### config.mk
export PLATFORM = sky130hd
export DESIGN_NAME = uart_tx_scheduler
export DESIGN_NICKNAME = d
export VERILOG_FILES = /design/src/rtl/uart_tx_scheduler_pkg.sv /design/src/rtl/uart_tx_scheduler_rr_arbiter.sv /design/src/rtl/uart_tx_scheduler.sv
export SDC_FILE = /design/constraint.sdc
export NUM_CORES = 1
export LEC_CHECK = 0
export ABC_AREA = 1
export CORE_MARGIN = 4
export CORE_UTILIZATION = 35
export DETAILED_ROUTE_END_ITERATION = 12
export HOLD_SLACK_MARGIN = 0.06
export SLEW_MARGIN = 10
export SYNTH_ARGS = -nofsm -noshare
export SYNTH_HDL_FRONTEND = slang
export SYNTH_SLANG_ARGS = --single-unit
### constraint.sdc
create_clock -name i_clock -period 2.9 [get_ports i_clock]
set_input_delay 0.435 -clock i_clock [delete_from_list [all_inputs] [get_ports i_clock]]
set_output_delay 0.435 -clock i_clock [all_outputs]
set_load 0.01 [all_outputs]
### src/rtl/uart_tx_scheduler_pkg.sv
// Shared types and defaults for the UART transmit scheduler.
// State encoding, parameter defaults and a counter-width helper.
package uart_tx_scheduler_pkg;

  typedef enum logic [1:0] {
    StIdle   = 2'd0,
    StSend   = 2'd1,
    StWaitHi = 2'd2,
    StWaitLo = 2'd3
  } state_e;

  localparam int unsigned DefaultNumReq      = 4;
  localparam int unsigned DefaultMaxPktLen   = 64;
  localparam int unsigned DefaultBusyTimeout = 4;

  // Width able to hold 0..max_val, never narrower than one bit.
  function automatic int unsigned cnt_width(input int unsigned max_val);
    return (max_val < 1) ? 1 : $clog2(max_val + 1);
  endfunction

endpackage

### src/rtl/uart_tx_scheduler_rr_arbiter.sv
// Combinational round-robin pick: first requester strictly after ptr_i, wrapping.
// Produces a one-hot grant and its binary index.
module uart_tx_scheduler_rr_arbiter #(
  parameter int unsigned NumReq = 4
) (
  input  logic [NumReq-1:0]         req_i,
  input  logic [$clog2(NumReq)-1:0] ptr_i,
  output logic [NumReq-1:0]         gnt_o,
  output logic [$clog2(NumReq)-1:0] idx_o,
  output logic                      any_o
);

  localparam int unsigned IdxW = $clog2(NumReq);

  int unsigned cand;

  always_comb begin
    gnt_o = '0;
    idx_o = '0;
    cand  = 0;
    // Scan farthest-first so the nearest requester after ptr_i writes last and wins.
    for (int unsigned i = NumReq; i >= 1; i--) begin
      cand = (32'(ptr_i) + i) % NumReq;
      if (req_i[cand]) begin
        gnt_o = NumReq'(1) << cand;
        idx_o = IdxW'(cand);
      end
    end
  end

  assign any_o = |req_i;

endmodule

### src/rtl/uart_tx_scheduler.sv
// Shares one uart_tx serializer between NUM_REQ byte-stream requesters,
// round-robin at packet granularity, one byte outstanding at a time.
module uart_tx_scheduler
  import uart_tx_scheduler_pkg::*;
#(
  parameter int unsigned NUM_REQ      = DefaultNumReq,
  parameter int unsigned MAX_PKT_LEN  = DefaultMaxPktLen,
  parameter int unsigned BUSY_TIMEOUT = DefaultBusyTimeout
) (
  input  logic                 i_clock,
  input  logic                 i_reset,
  input  logic [NUM_REQ-1:0]   i_req_valid,
  input  logic [8*NUM_REQ-1:0] i_req_data,
  input  logic [NUM_REQ-1:0]   i_req_last,
  output logic [NUM_REQ-1:0]   o_req_ready,
  output logic [NUM_REQ-1:0]   o_grant,
  output logic                 o_active,
  output logic [7:0]           o_tx_data,
  output logic                 o_tx_act,
  input  logic                 i_tx_busy,
  output logic                 o_err_truncate,
  output logic                 o_err_timeout
);

  localparam int unsigned IdxW = $clog2(NUM_REQ);
  localparam int unsigned CntW = cnt_width(MAX_PKT_LEN);
  localparam int unsigned TmoW = cnt_width(BUSY_TIMEOUT);

  state_e          state_q, state_d;
  logic [IdxW-1:0] ptr_q, ptr_d;
  logic [IdxW-1:0] gidx_q, gidx_d;
  logic [CntW-1:0] count_q, count_d;
  logic [TmoW-1:0] tmo_q, tmo_d;
  logic            last_q, last_d;
  logic [7:0]      tx_data_q, tx_data_d;
  logic            tx_act_q, tx_act_d;
  logic            err_trunc_q, err_trunc_d;
  logic            err_tmo_q, err_tmo_d;

  logic [NUM_REQ-1:0] arb_gnt;
  logic [IdxW-1:0]    arb_idx;
  logic               arb_any;
  logic [NUM_REQ-1:0] grant_oh;

  uart_tx_scheduler_rr_arbiter #(
    .NumReq (NUM_REQ)
  ) u_arb (
    .req_i (i_req_valid),
    .ptr_i (ptr_q),
    .gnt_o (arb_gnt),
    .idx_o (arb_idx),
    .any_o (arb_any)
  );

  always_ff @(posedge i_clock) begin
    if (i_reset) begin
      state_q     <= StIdle;
      ptr_q       <= IdxW'(NUM_REQ - 1);
      gidx_q      <= '0;
      count_q     <= '0;
      tmo_q       <= '0;
      last_q      <= 1'b0;
      tx_data_q   <= '0;
      tx_act_q    <= 1'b0;
      err_trunc_q <= 1'b0;
      err_tmo_q   <= 1'b0;
    end else begin
      state_q     <= state_d;
      ptr_q       <= ptr_d;
      gidx_q      <= gidx_d;
      count_q     <= count_d;
      tmo_q       <= tmo_d;
      last_q      <= last_d;
      tx_data_q   <= tx_data_d;
      tx_act_q    <= tx_act_d;
      err_trunc_q <= err_trunc_d;
      err_tmo_q   <= err_tmo_d;
    end
  end

  always_comb begin
    state_d     = state_q;
    ptr_d       = ptr_q;
    gidx_d      = gidx_q;
    count_d     = count_q;
    tmo_d       = tmo_q;
    last_d      = last_q;
    tx_data_d   = tx_data_q;
    tx_act_d    = 1'b0;
    err_trunc_d = 1'b0;
    err_tmo_d   = 1'b0;
    unique case (state_q)
      StIdle: begin
        // uart_tx is never reset, so a frame left over from before reset must drain first.
        if (!i_tx_busy && arb_any) begin
          gidx_d  = arb_idx;
          count_d = '0;
          state_d = StSend;
        end
      end
      StSend: begin
        if (i_req_valid[gidx_q]) begin
          tx_data_d = i_req_data[{gidx_q, 3'b000} +: 8];
          last_d    = i_req_last[gidx_q];
          if (count_q != '1) count_d = count_q + 1'b1;
          tx_act_d  = 1'b1;
          tmo_d     = '0;
          state_d   = StWaitHi;
        end
      end
      StWaitHi: begin
        if (i_tx_busy) begin
          state_d = StWaitLo;
        end else if (32'(tmo_q) + 32'd1 >= BUSY_TIMEOUT) begin
          err_tmo_d = 1'b1;
          ptr_d     = gidx_q;
          state_d   = StIdle;
        end else begin
          tmo_d = tmo_q + 1'b1;
        end
      end
      StWaitLo: begin
        if (!i_tx_busy) begin
          if (last_q) begin
            ptr_d   = gidx_q;
            state_d = StIdle;
          end else if (MAX_PKT_LEN != 0 && count_q == CntW'(MAX_PKT_LEN)) begin
            err_trunc_d = 1'b1;
            ptr_d       = gidx_q;
            state_d     = StIdle;
          end else begin
            state_d = StSend;
          end
        end
      end
      default: state_d = StIdle;
    endcase
  end

  always_comb begin
    grant_oh    = NUM_REQ'(1) << gidx_q;
    o_active    = (state_q != StIdle);
    o_grant     = o_active ? grant_oh : '0;
    o_req_ready = (state_q == StSend) ? (i_req_valid & grant_oh) : '0;
  end

  assign o_tx_data      = tx_data_q;
  assign o_tx_act       = tx_act_q;
  assign o_err_truncate = err_trunc_q;
  assign o_err_timeout  = err_tmo_q;

endmodule

==> out/qor.yml <==
yosys:
  synth_compound_gate_area_share_pct: 11.87
  synth_mux_area_share_pct: 0
  synth_largest_area_cell: "sky130_fd_sc_hd__dfxtp_1"
  synthesized_netlist_net_count: 363
  yosys.area_share.xor_xnor_pct: 1.868
  synthTopCellsByCount: "sky130_fd_sc_hd__nand2_1, sky130_fd_sc_hd__nor2_1, sky130_fd_sc_hd__dfxtp_1"
  post_synth_fa_ha_maj_area_fraction_pct: 2.001
  async_reset_ff_share_pct: 0
  synth_top_cells_by_area: "sky130_fd_sc_hd__dfxtp_1, sky130_fd_sc_hd__nand2_1, sky130_fd_sc_hd__nor2_1"
  synth_cell_area_um2: 1876
  syn-mean-instance-area_um2: 5.917
  synthMostInstantiatedCell: "sky130_fd_sc_hd__nand2_1"
  ys_dominant_reg_cell: "sky130_fd_sc_hd__dfxtp_1"
  synth_enable_flop_cells: 0
  syn_inst: 317
  synth_sequential_area_ratio_pct: 29.89
  yosys.area_share.simple_pct: 45.23
  synth-warning-count: 0
  netlist-cell-type-count: 27
  largest_family_of_logic_cells_by_synthesized_area: "simple AND/OR/NAND/NOR gates"
  synth_top_area_share_pct: 29.89
  postSynthRegisterBits: 28
floorplan:
  floorplan.core_area_um2: 5140
  floorplan.die_area_um2: 6594
  die_height_um: 81.21
  num_io_pins: 63
  chipWidth_um: 81.21
  initial_utilization_pct: 36.49
  std_cell_rows: 26
layout:
  final_net_count: 420
  diodes: 0
  layout.filler_cells: 561
  drive_gt1_share_pct: 5.094
  synthToLayoutAreaGrowth_pct: 39.43
detailed_routing:
  drt-pass1-iter-count: 4
  detailroute.via_count: 2112
  wl_per_cell_um: 12.34
  detail_route.vias_per_cell: 4.767
  drc: 0
  detail-route-antenna-nets: 0
  detailedRoute.firstIterationViolations: 188
  finalWirelength_um: 5468
worst_setup_path:
  crit_path_required_time_ns: 2.47
  rr_worst_depth: 8
  worst_path_max_fanout: 14
  critical_path_capture_point_type: "primary output"
  cp_slowest_stage_delay_ns: 0.57
  cp.arrival_ns: 1.85
  cpMaxStageDelayCell: "sky130_fd_sc_hd__clkdlybuf4s50_1"
  worst-setup-path-type: "register to primary output"
  timing.critical_path.buf_inv: 2
  family_of_cells_with_the_greatest_summed_delay_on_the_critical_path: "buffers and inverters"
  setup.reg_to_reg.worst_slack_ns: 1.03
  cell_by_cell_listing_of_the_critical_path: "inv_1 -> nand2_1 -> nor3_1 -> clkdlybuf4s50_1"
  r2r-start: "gidx_q[0]"
  reg2reg_to: "o_tx_data[4]"
  startpoint_type: "register"
place:
  detailed_place_hpwl_um: 4162
  io_buffer_count: 62
  pre_cts_ws_ns: 0.6523
  gp_congestion: 0.8534
sta:
  rsz0062_at_grt: "no"
  finClkSkew_ns: 0.01389
  max_slew.worst_pin.slew_ns: 0.5219
  timing.slew.headroom_pct: 65.17
  fmaxAchievable_mhz: 437.3
  final.period_utilization_pct: 78.85
  totalNegativeSetupSlack_ns: 0
  max_slew_violations: 0
  report.final.hold_viol_count: 0
  timing.final.ws_setup_ns: 0.6134
  setup_viol: 0
  final.min_clock_period_ns: 2.287
clock_network:
  cts_hold_repair.buffers: 0
  cts.root.buffer_cell: "sky130_fd_sc_hd__clkbuf_8"
  cts.repair.resized: 0
  cts_htree_levels: 1
  clock_sinks: 28
  clock_pin_slew_on_the_worst_setup_and_hold_paths_ns: 0.11
  numCtsBuffers: 3
  cts.path.max_buffers: 2
  insertion_delay_ns: 0.29
  cts_post_setup_buffers_inserted: 0
  tritoncts: "built"
global_routing:
  globalRouteTotalUtil_pct: 18.14
  globalRoute.busiestLayer: "met2"
  met3_usage_pct: 4.878
  overflow: 0
  grtUsageMet2_pct: 30.79
  first_global_vias: 1988
  grt_antenna_before_repair: 0
  maximum_number_of_pins_on_one_net_before_global_route_repair: 26
  grt_pass1_wl_um: 9411
  groute.layer.met1.usage_pct: 22.90
worst_hold_path:
  worst_hold_path_stage_count: 2
  hold_path_end: "tmo_q[2]"
  holdCritStartpoint: "tmo_q[2]"
  worst_min_path_class: "register to register"
pwr:
  ir_worst_vdd_uv: 434.0
  total_leakage_power_nw: 1.189
  power_per_cell_area_nw_per_um2: 780.8
run_status:
  outcome: "finished, final reports clean"
run:
  drv.max_cap_violation_count: 0
-- routing by layer --
metal / up-vias / wire, um
li1: 1112 / -
met1: 948 / 2427
met2: 47 / 2655
met3: 5 / 338
met4: 0 / 46
met5: - / 0
-- per-stage QoR --
| stage | power [W] | hold WS, ns | utilization, % | cell area, um2 | instances |
|---|---|---|---|---|---|
| 3_5_place_dp | 0.001735 | 0.4641 | 49.49 | 2544 | 439 |
| 4_1_cts | 0.002062 | 0.4792 | 50.88 | 2615 | 443 |
| 5_1_grt | 0.002248 | 0.5270 | 50.88 | 2615 | 443 |
| 3_3_place_gp | 0.001734 | 0.4622 | 49.49 | 2544 | 439 |
| 2_1_floorplan | 0.001351 | 0.4441 | - | 1876 | 317 |
| 6_report | 0.002042 | 0.4715 | 50.88 | 2615 | 443 |
-- report_power, final --
group / internal (W) / switching (W)
combinational: 0.000450 / 0.000708
clock: 0.000185 / 0.000131
sequential: 0.000479 / 0.0000887
total: 0.00111 / 0.000928
-- placed cells by master (no fill, tap or decap) --
cell / count
sky130_fd_sc_hd__nand2_1: 112
sky130_fd_sc_hd__clkdlybuf4s50_1: 62
sky130_fd_sc_hd__nor2_1: 39
sky130_fd_sc_hd__dfxtp_1: 28
sky130_fd_sc_hd__inv_1: 26
sky130_fd_sc_hd__a21oi_1: 26
sky130_fd_sc_hd__nand3_1: 19
sky130_fd_sc_hd__nor3_1: 14
sky130_fd_sc_hd__o21ai_0: 14
sky130_fd_sc_hd__inv_2: 3
sky130_fd_sc_hd__ha_1: 3
sky130_fd_sc_hd__clkbuf_8: 3
sky130_fd_sc_hd__nor2_2: 2
sky130_fd_sc_hd__xnor2_1: 2
sky130_fd_sc_hd__nand3_2: 2
sky130_fd_sc_hd__clkinv_1: 2
sky130_fd_sc_hd__nand4_1: 2
sky130_fd_sc_hd__xor2_1: 2
sky130_fd_sc_hd__buf_4: 2
sky130_fd_sc_hd__nand2_2: 1
sky130_fd_sc_hd__and2_4: 1
sky130_fd_sc_hd__o21ai_1: 1
sky130_fd_sc_hd__nand3_4: 1
sky130_fd_sc_hd__a21oi_2: 1
sky130_fd_sc_hd__nand2_4: 1
sky130_fd_sc_hd__nor2_8: 1
sky130_fd_sc_hd__nor3b_1: 1
sky130_fd_sc_hd__a2111oi_0: 1
sky130_fd_sc_hd__bufinv_16: 1
-- worst max path at each step --
| stage | startpoint | endpoint | cells after the start |
|---|---|---|---|
| floorplan | gidx_q[1] | o_req_ready[1] | 4 |
| global placement | i_req_valid[1] | o_req_ready[1] | 4 |
| detailed placement | i_req_valid[1] | o_req_ready[1] | 4 |
| CTS | gidx_q[1] | o_req_ready[1] | 4 |
| global route | gidx_q[1] | o_req_ready[1] | 4 |
| finish | gidx_q[1] | o_req_ready[1] | 4 |
-- cells by family after synthesis --
family | after synthesis
XOR/XNOR | 4
buffers and inverters | 43
AND/OR/NAND/NOR | 196
adder cells (fa/ha/maj) | 3
flip-flops | 28
AO/OA/AOI/OAI | 43
-- worst reg2reg max path: cells and delay by family (launching register included) --
| kind | cells | cell delay [ns] |
|---|---|---|
| compound gates | 1 | 0.11 |
| simple gates | 5 | 0.75 |
| flops | 1 | 0.36 |
| buf+inv | 2 | 0.58 |
-- state kept, by name, indices dropped and copies added (netlist names) --
signal          cells
o_tx_data           8
ptr_q               2
o_err_timeout       1
tmo_q               3
o_tx_act            1
last_q              1
count_q             7
gidx_q              2
o_err_truncate      1
state_q             2
-- layout make-up --
type                       count  area, um2  area share (%)
clock inverter                 1      30.03           1.148
sequential                    28      560.5           21.44
clock buffer                   3      41.29           1.579
tap                           70      87.58           3.349
multi-input combinational    246       1144           43.73
timing repair buffer          64      635.6           24.31
inverter                      31      116.4           4.450
Note: power is estimated with default switching activity, not from simulation.
==> RTL change 1, RTL diff (same flow settings) <==
Re-encode `state_e` (4 states) as one-hot, 4 bits wide.
--- a/src/rtl/uart_tx_scheduler_pkg.sv
+++ b/src/rtl/uart_tx_scheduler_pkg.sv
@@ -2,11 +2,11 @@
 // State encoding, parameter defaults and a counter-width helper.
 package uart_tx_scheduler_pkg;
 
-  typedef enum logic [1:0] {
-    StIdle   = 2'd0,
-    StSend   = 2'd1,
-    StWaitHi = 2'd2,
-    StWaitLo = 2'd3
+  typedef enum logic [3:0] {
+    StIdle   = 4'b0001,
+    StSend   = 4'b0010,
+    StWaitHi = 4'b0100,
+    StWaitLo = 4'b1000
   } state_e;
 
   localparam int unsigned DefaultNumReq      = 4;
Function: same outputs for any inputs over 4 cycles, from zero or initial values and one cycle with i_reset high; so few cycles prove little.
==> RTL change 1 against the original RTL <==
  * Non-clock buffer count increased by 2
  * Sequential cell count rose by 2
  * Maximum frequency decreased by 6.2%
  * Sequential power fell by 12%
  * Area after synthesis increased by 17%
  * Routed wire length rose by 10%
  * Design area is 12% higher
  * Combinational power down 27%
  * Setup slack worse by 150 ps
  * Total power is 14% lower
  * Die area increased by 15%
  * Count of clock-buffer cells in the layout is 2 higher
  * Register-to-register slack better by 130 ps
  * Critical endpoint is now o_req_ready[3]
  * Highest routed layer unchanged
==> RTL change 1: results (changes against the original RTL) <==
- Status: completed
- Worst setup path startpoint: state_q[3]
- GR Layer Usage met3: 3.311% (-1.6 points)
- Post-DP HPWL: 4733 µm (+14%)
- Fillers: 612 (+9.1%)
- DR vias/cell: 4.820 (+1.1%)
- Placed cell count: 465 (+5.9%)
- Final #Nets: 443 (+5.5%)
- Vias in the first global route: 2141 (+7.7%)
- Relative slew slack: 64.91% (-0.25 points)
- Top post-synthesis cells by area: dfxtp_1 27%, nand2_1 18%, a21oi_1 9.1%
- P_int: 1.037 mW (-7.0%)
- Dpl ws: 687.8 ps (+35.56 ps)
- Met3 routed WL: 410 µm (+21%)
- Wire length on met2: 2728 µm (+2.7%)
- Global-route wire length before repair: 10300 µm (+9.5%)
- FF-to-FF End: o_tx_data[5]
- Commonest cells in the synthesized netlist: 107 x nand2_1, 40 x a21oi_1, 30 x dfxtp_1, 30 x nor2_1, 26 x inv_1
- Syn nets: 385 (+6.1%)
- Largest net degree at the start of global routing: 20 (-23%)
- Post-Synth XOR/XNOR Area: 0.7968% (-1.1 points)
- GRT met1 Usage: 23.22% (+0.32 points)
- Syn avg cell area: 6.485 µm² (+9.6%)
- Yosys cell types: 34 (+26%)
- Worst Path Max Fanout: 12 (-2)
- Met2 Track Usage GR: 27.05% (-3.7 points)
- Post-Synth Adder-Cell Area: 1.707% (-0.29 points)
-- RTL change 1: cell count changes in the layout (fill, tap and decap cells not counted), sizes merged, moves of 2 or more --
cell / unedited run / this run
a21oi: 27 / 41
buf: 2 / 4
clkbuf: 3 / 5
dfxtp: 28 / 30
nand2: 114 / 112
nand3: 22 / 25
nand4: 2 / 7
nor2: 42 / 38
nor3: 14 / 23
o21ai: 15 / 6
o21bai: 0 / 2
-- RTL change 1: area by class of cell --
type	count	share of cell area [%]
clock buffers	5	2.344
clock inverters	3	1.364
inverters	31	4.049
multi-input cells	263	46.42
flip-flops and latches	30	20.46
well taps	75	3.197
repair buffers	66	22.17
-- RTL change 1: worst min path at each step --
| stage | startpoint | end | cells past startpoint | slack (ps) |
|---|---|---|---|---|
| global placement | last_q | o_err_truncate | 1 | 450 |
| global route | last_q | o_err_truncate | 1 | 490 |
| detailed placement | last_q | o_err_truncate | 1 | 450 |
| floorplan | last_q | o_err_truncate | 1 | 420 |
| CTS | last_q | o_err_truncate | 1 | 460 |
| finish | last_q | o_err_truncate | 1 | 450 |
-- RTL change 1: cell families (layout without fill, tap and decap cells) --
kind of cell             count (synthesis)  after routing
buffers and inverters                   46            105
AND/OR/NAND/NOR                        209            209
AO/OA/AOI/OAI                           49             49
adder cells (fa/ha/maj)                  3              3
XOR/XNOR                                 2              2
flip-flops                              30             30
-- RTL change 1: power groups by stage --
stage | sequential, mW | combinational, mW | clock (mW)
3_5_place_dp | 0.508 | 0.850 | 0
3_3_place_gp | 0.508 | 0.860 | 0
4_1_cts | 0.499 | 0.856 | 0.419
2_1_floorplan | 0.497 | 0.622 | 0
5_1_grt | 0.507 | 0.947 | 0.437
6_report | 0.498 | 0.845 | 0.406
==> RTL change 2, RTL diff (same flow settings) <==
Without the edit above. Change the package constant `DefaultBusyTimeout` from 4 to 3.
--- a/src/rtl/uart_tx_scheduler_pkg.sv
+++ b/src/rtl/uart_tx_scheduler_pkg.sv
@@ -11,7 +11,7 @@
 
   localparam int unsigned DefaultNumReq      = 4;
   localparam int unsigned DefaultMaxPktLen   = 64;
-  localparam int unsigned DefaultBusyTimeout = 4;
+  localparam int unsigned DefaultBusyTimeout = 3;
 
   // Width able to hold 0..max_val, never narrower than one bit.
   function automatic int unsigned cnt_width(input int unsigned max_val);
Formal check against the unedited RTL: not equivalent (Yosys sat finds a counterexample within 10 cycles, from zero or initial values and one cycle with i_reset high).
==> RTL change 2 against the original RTL <==
  * Worst hold slack better by 41 ps
  * Area after synthesis is 1.7% lower
  * Total power is 12% lower
  * Cell count is 0.68% lower
  * Design area is 2.1% lower
  * Utilization is 0.73 points lower
  * Routed wire length is 5.0% higher
  * Sequential cell count is 1 lower
  * Global-route usage is 0.32 points higher
  * Setup slack worse by 82 ps
  * Clock power is 29% lower
  * Non-clock buffer count is 1 higher
  * Largest cell class unchanged
  * Largest power group unchanged
==> RTL change 2: results (changes against the original RTL) <==
- Status: completed
- FF/Latch Area: 540.5 µm² (-3.6%)
- Critical path arrival: 1930 ps (+80 ps)
- HP Class: register to register
- Multi-In Gates: 243 (-1.2%)
- Global-route wire length before repair: 9432 µm (+0.22%)
- GRT Resource Usage Total: 18.46% (+0.32 points)
- CP max stage delay: 590 ps (+20 ps)
- Clk buf depth: 2 (unchanged)
- Top post-synthesis cells by area: dfxtp_1 29%, nand2_1 22%, a21oi_1 7.9%
- CTS Sinks: 27 (-3.6%)
- Worst setup path startpoint: state_q[0]
- Worst Path Max Fanout: 9 (-5)
- Post-DR wirelength/cell: 13.05 µm (+5.7%)
- Final #Nets: 418 (-0.48%)
- Largest net degree at the start of global routing: 19 (-27%)
- Skew-Pair Late Insertion Delay: 270 ps (-20 ps)
- Kind of cell adding the most delay to the critical path: buffers and inverters
- Relative slew slack: 62.13% (-3.0 points)
- Diode count: 0 (unchanged)
- FF-to-FF End: o_tx_data[1]
- Setup Fix Bufs, Post-CTS: 0 (unchanged)
- Syn nets: 359 (-1.1%)
- Fillers: 567 (+1.1%)
- Commonest cells in the synthesized netlist: 108 x nand2_1, 33 x nor2_1, 29 x a21oi_1
- Worst hold start: count_q[1]
- Logic inverters: 31 (unchanged)
- Worst-path clk slew: 100 ps
- DR iter-0 viols: 118 (-37%)
- Post-DP HPWL: 4404 µm (+5.8%)
- Max IR drop VDD: 0.3655 mV (-16%)
- LEAKAGE: 1.135 nW (-4.5%)
- Port bufs: 62 (unchanged)
- Skew final: 2.849 ps (-11.04 ps)
- Max FFs per register: 8 (unchanged)
- Reg2reg setup slack: 930 ps (-100 ps)
- R2R depth: 8 (unchanged)
- Worst Setup EP: o_req_ready[2]
- Yosys cell types: 25 (-7.4%)
- Sequential fraction of the synthesis area: 29.31% (-0.58 points)
- Dpl ws: 638.0 ps (-14.23 ps)
- Routability cong.: 0.8684 (+1.8%)
- # H-tree levels: 1 (unchanged)
- Buffers excl. clock: 65 (+1.6%)
- Multi-input combinational area share: 44.02% (+0.28 points)
- Final-layout clock-cell area share: 1.808% (-0.92 points)
- Vias in the first global route: 1968 (-1.0%)
- Non-clock buffers, area share: 25.11% (+0.80 points)
- DR vias/cell: 4.825 (+1.2%)
- Fin crit share: 81.67% (+2.8 points)
- Switch Pwr: 840.7 µW (-9.4%)
- Clkbuf count: 3 (unchanged)
- Share of cells above drive strength 1: 6.486% (+1.4 points)
==> RTL change 2: cell types whose count changed after synthesis, sizes merged, moves of 2 or more <==
cell	before	now
nand4	2	6
nand2	114	110
a21oi	27	30
nor3	14	17
clkinv	2	0
nor2	42	38
inv	29	31
nand3	22	18
==> RTL change 2: worst reg2reg max path: stages, from the launching register on <==
cell and delay, ps:
dfxtp_1 590, buf_4 310, o21ai_1 100, nand2_1 100
nand2_1 100, nand2_2 280, inv_2 150, o21ai_0 180
nor2_1 60
==> RTL change 2: how the worst min path moves through the flow <==
stage                   end  cells past startpoint
2_1_floorplan    count_q[6]                      2
3_5_place_dp   o_tx_data[5]                      2
4_1_cts          count_q[1]                      2
5_1_grt          count_q[2]                      2
3_3_place_gp     count_q[6]                      2
6_report         count_q[1]                      2
==> RTL change 2: metrics by stage <==
step	cells	area [µm²]	hold slack (ps)
after floorplan	312	1844	459.6
after CTS	440	2561	513.3
after detailed placement	436	2515	496.6
after global placement	436	2515	489.6
final	440	2561	512.8
after global routing	440	2561	541.3
==> RTL change 2: cell families (layout without fill, tap and decap cells) <==
family,Yosys count,after routing,synth area share (%)
xor+xnor,3,3,1.425
compound gates,46,46,12.69
simple gates,190,190,44.30
buf+inv,42,100,9.566
fa+ha+maj,4,4,2.714
flops,27,27,29.31
==> RTL change 2: power groups by stage <==
stage               combinational (mW)  sequential (mW)  clock (mW)
floorplan                        0.660            0.540           0
global placement                  1.02            0.555           0
global route                      1.15            0.563       0.245
detailed placement                1.02            0.554           0
CTS                               1.03            0.548       0.230
finish                            1.02            0.548       0.223
==> RTL change 2: per-layer routing <==
layer	global-route usage, %	share of wire (%)	vias up
met5	0	0	-
met4	4.561	1.5	0
met3	3.475	4.6	8
met2	30.88	46	53
met1	24.31	48	943
li1	-	-	1119
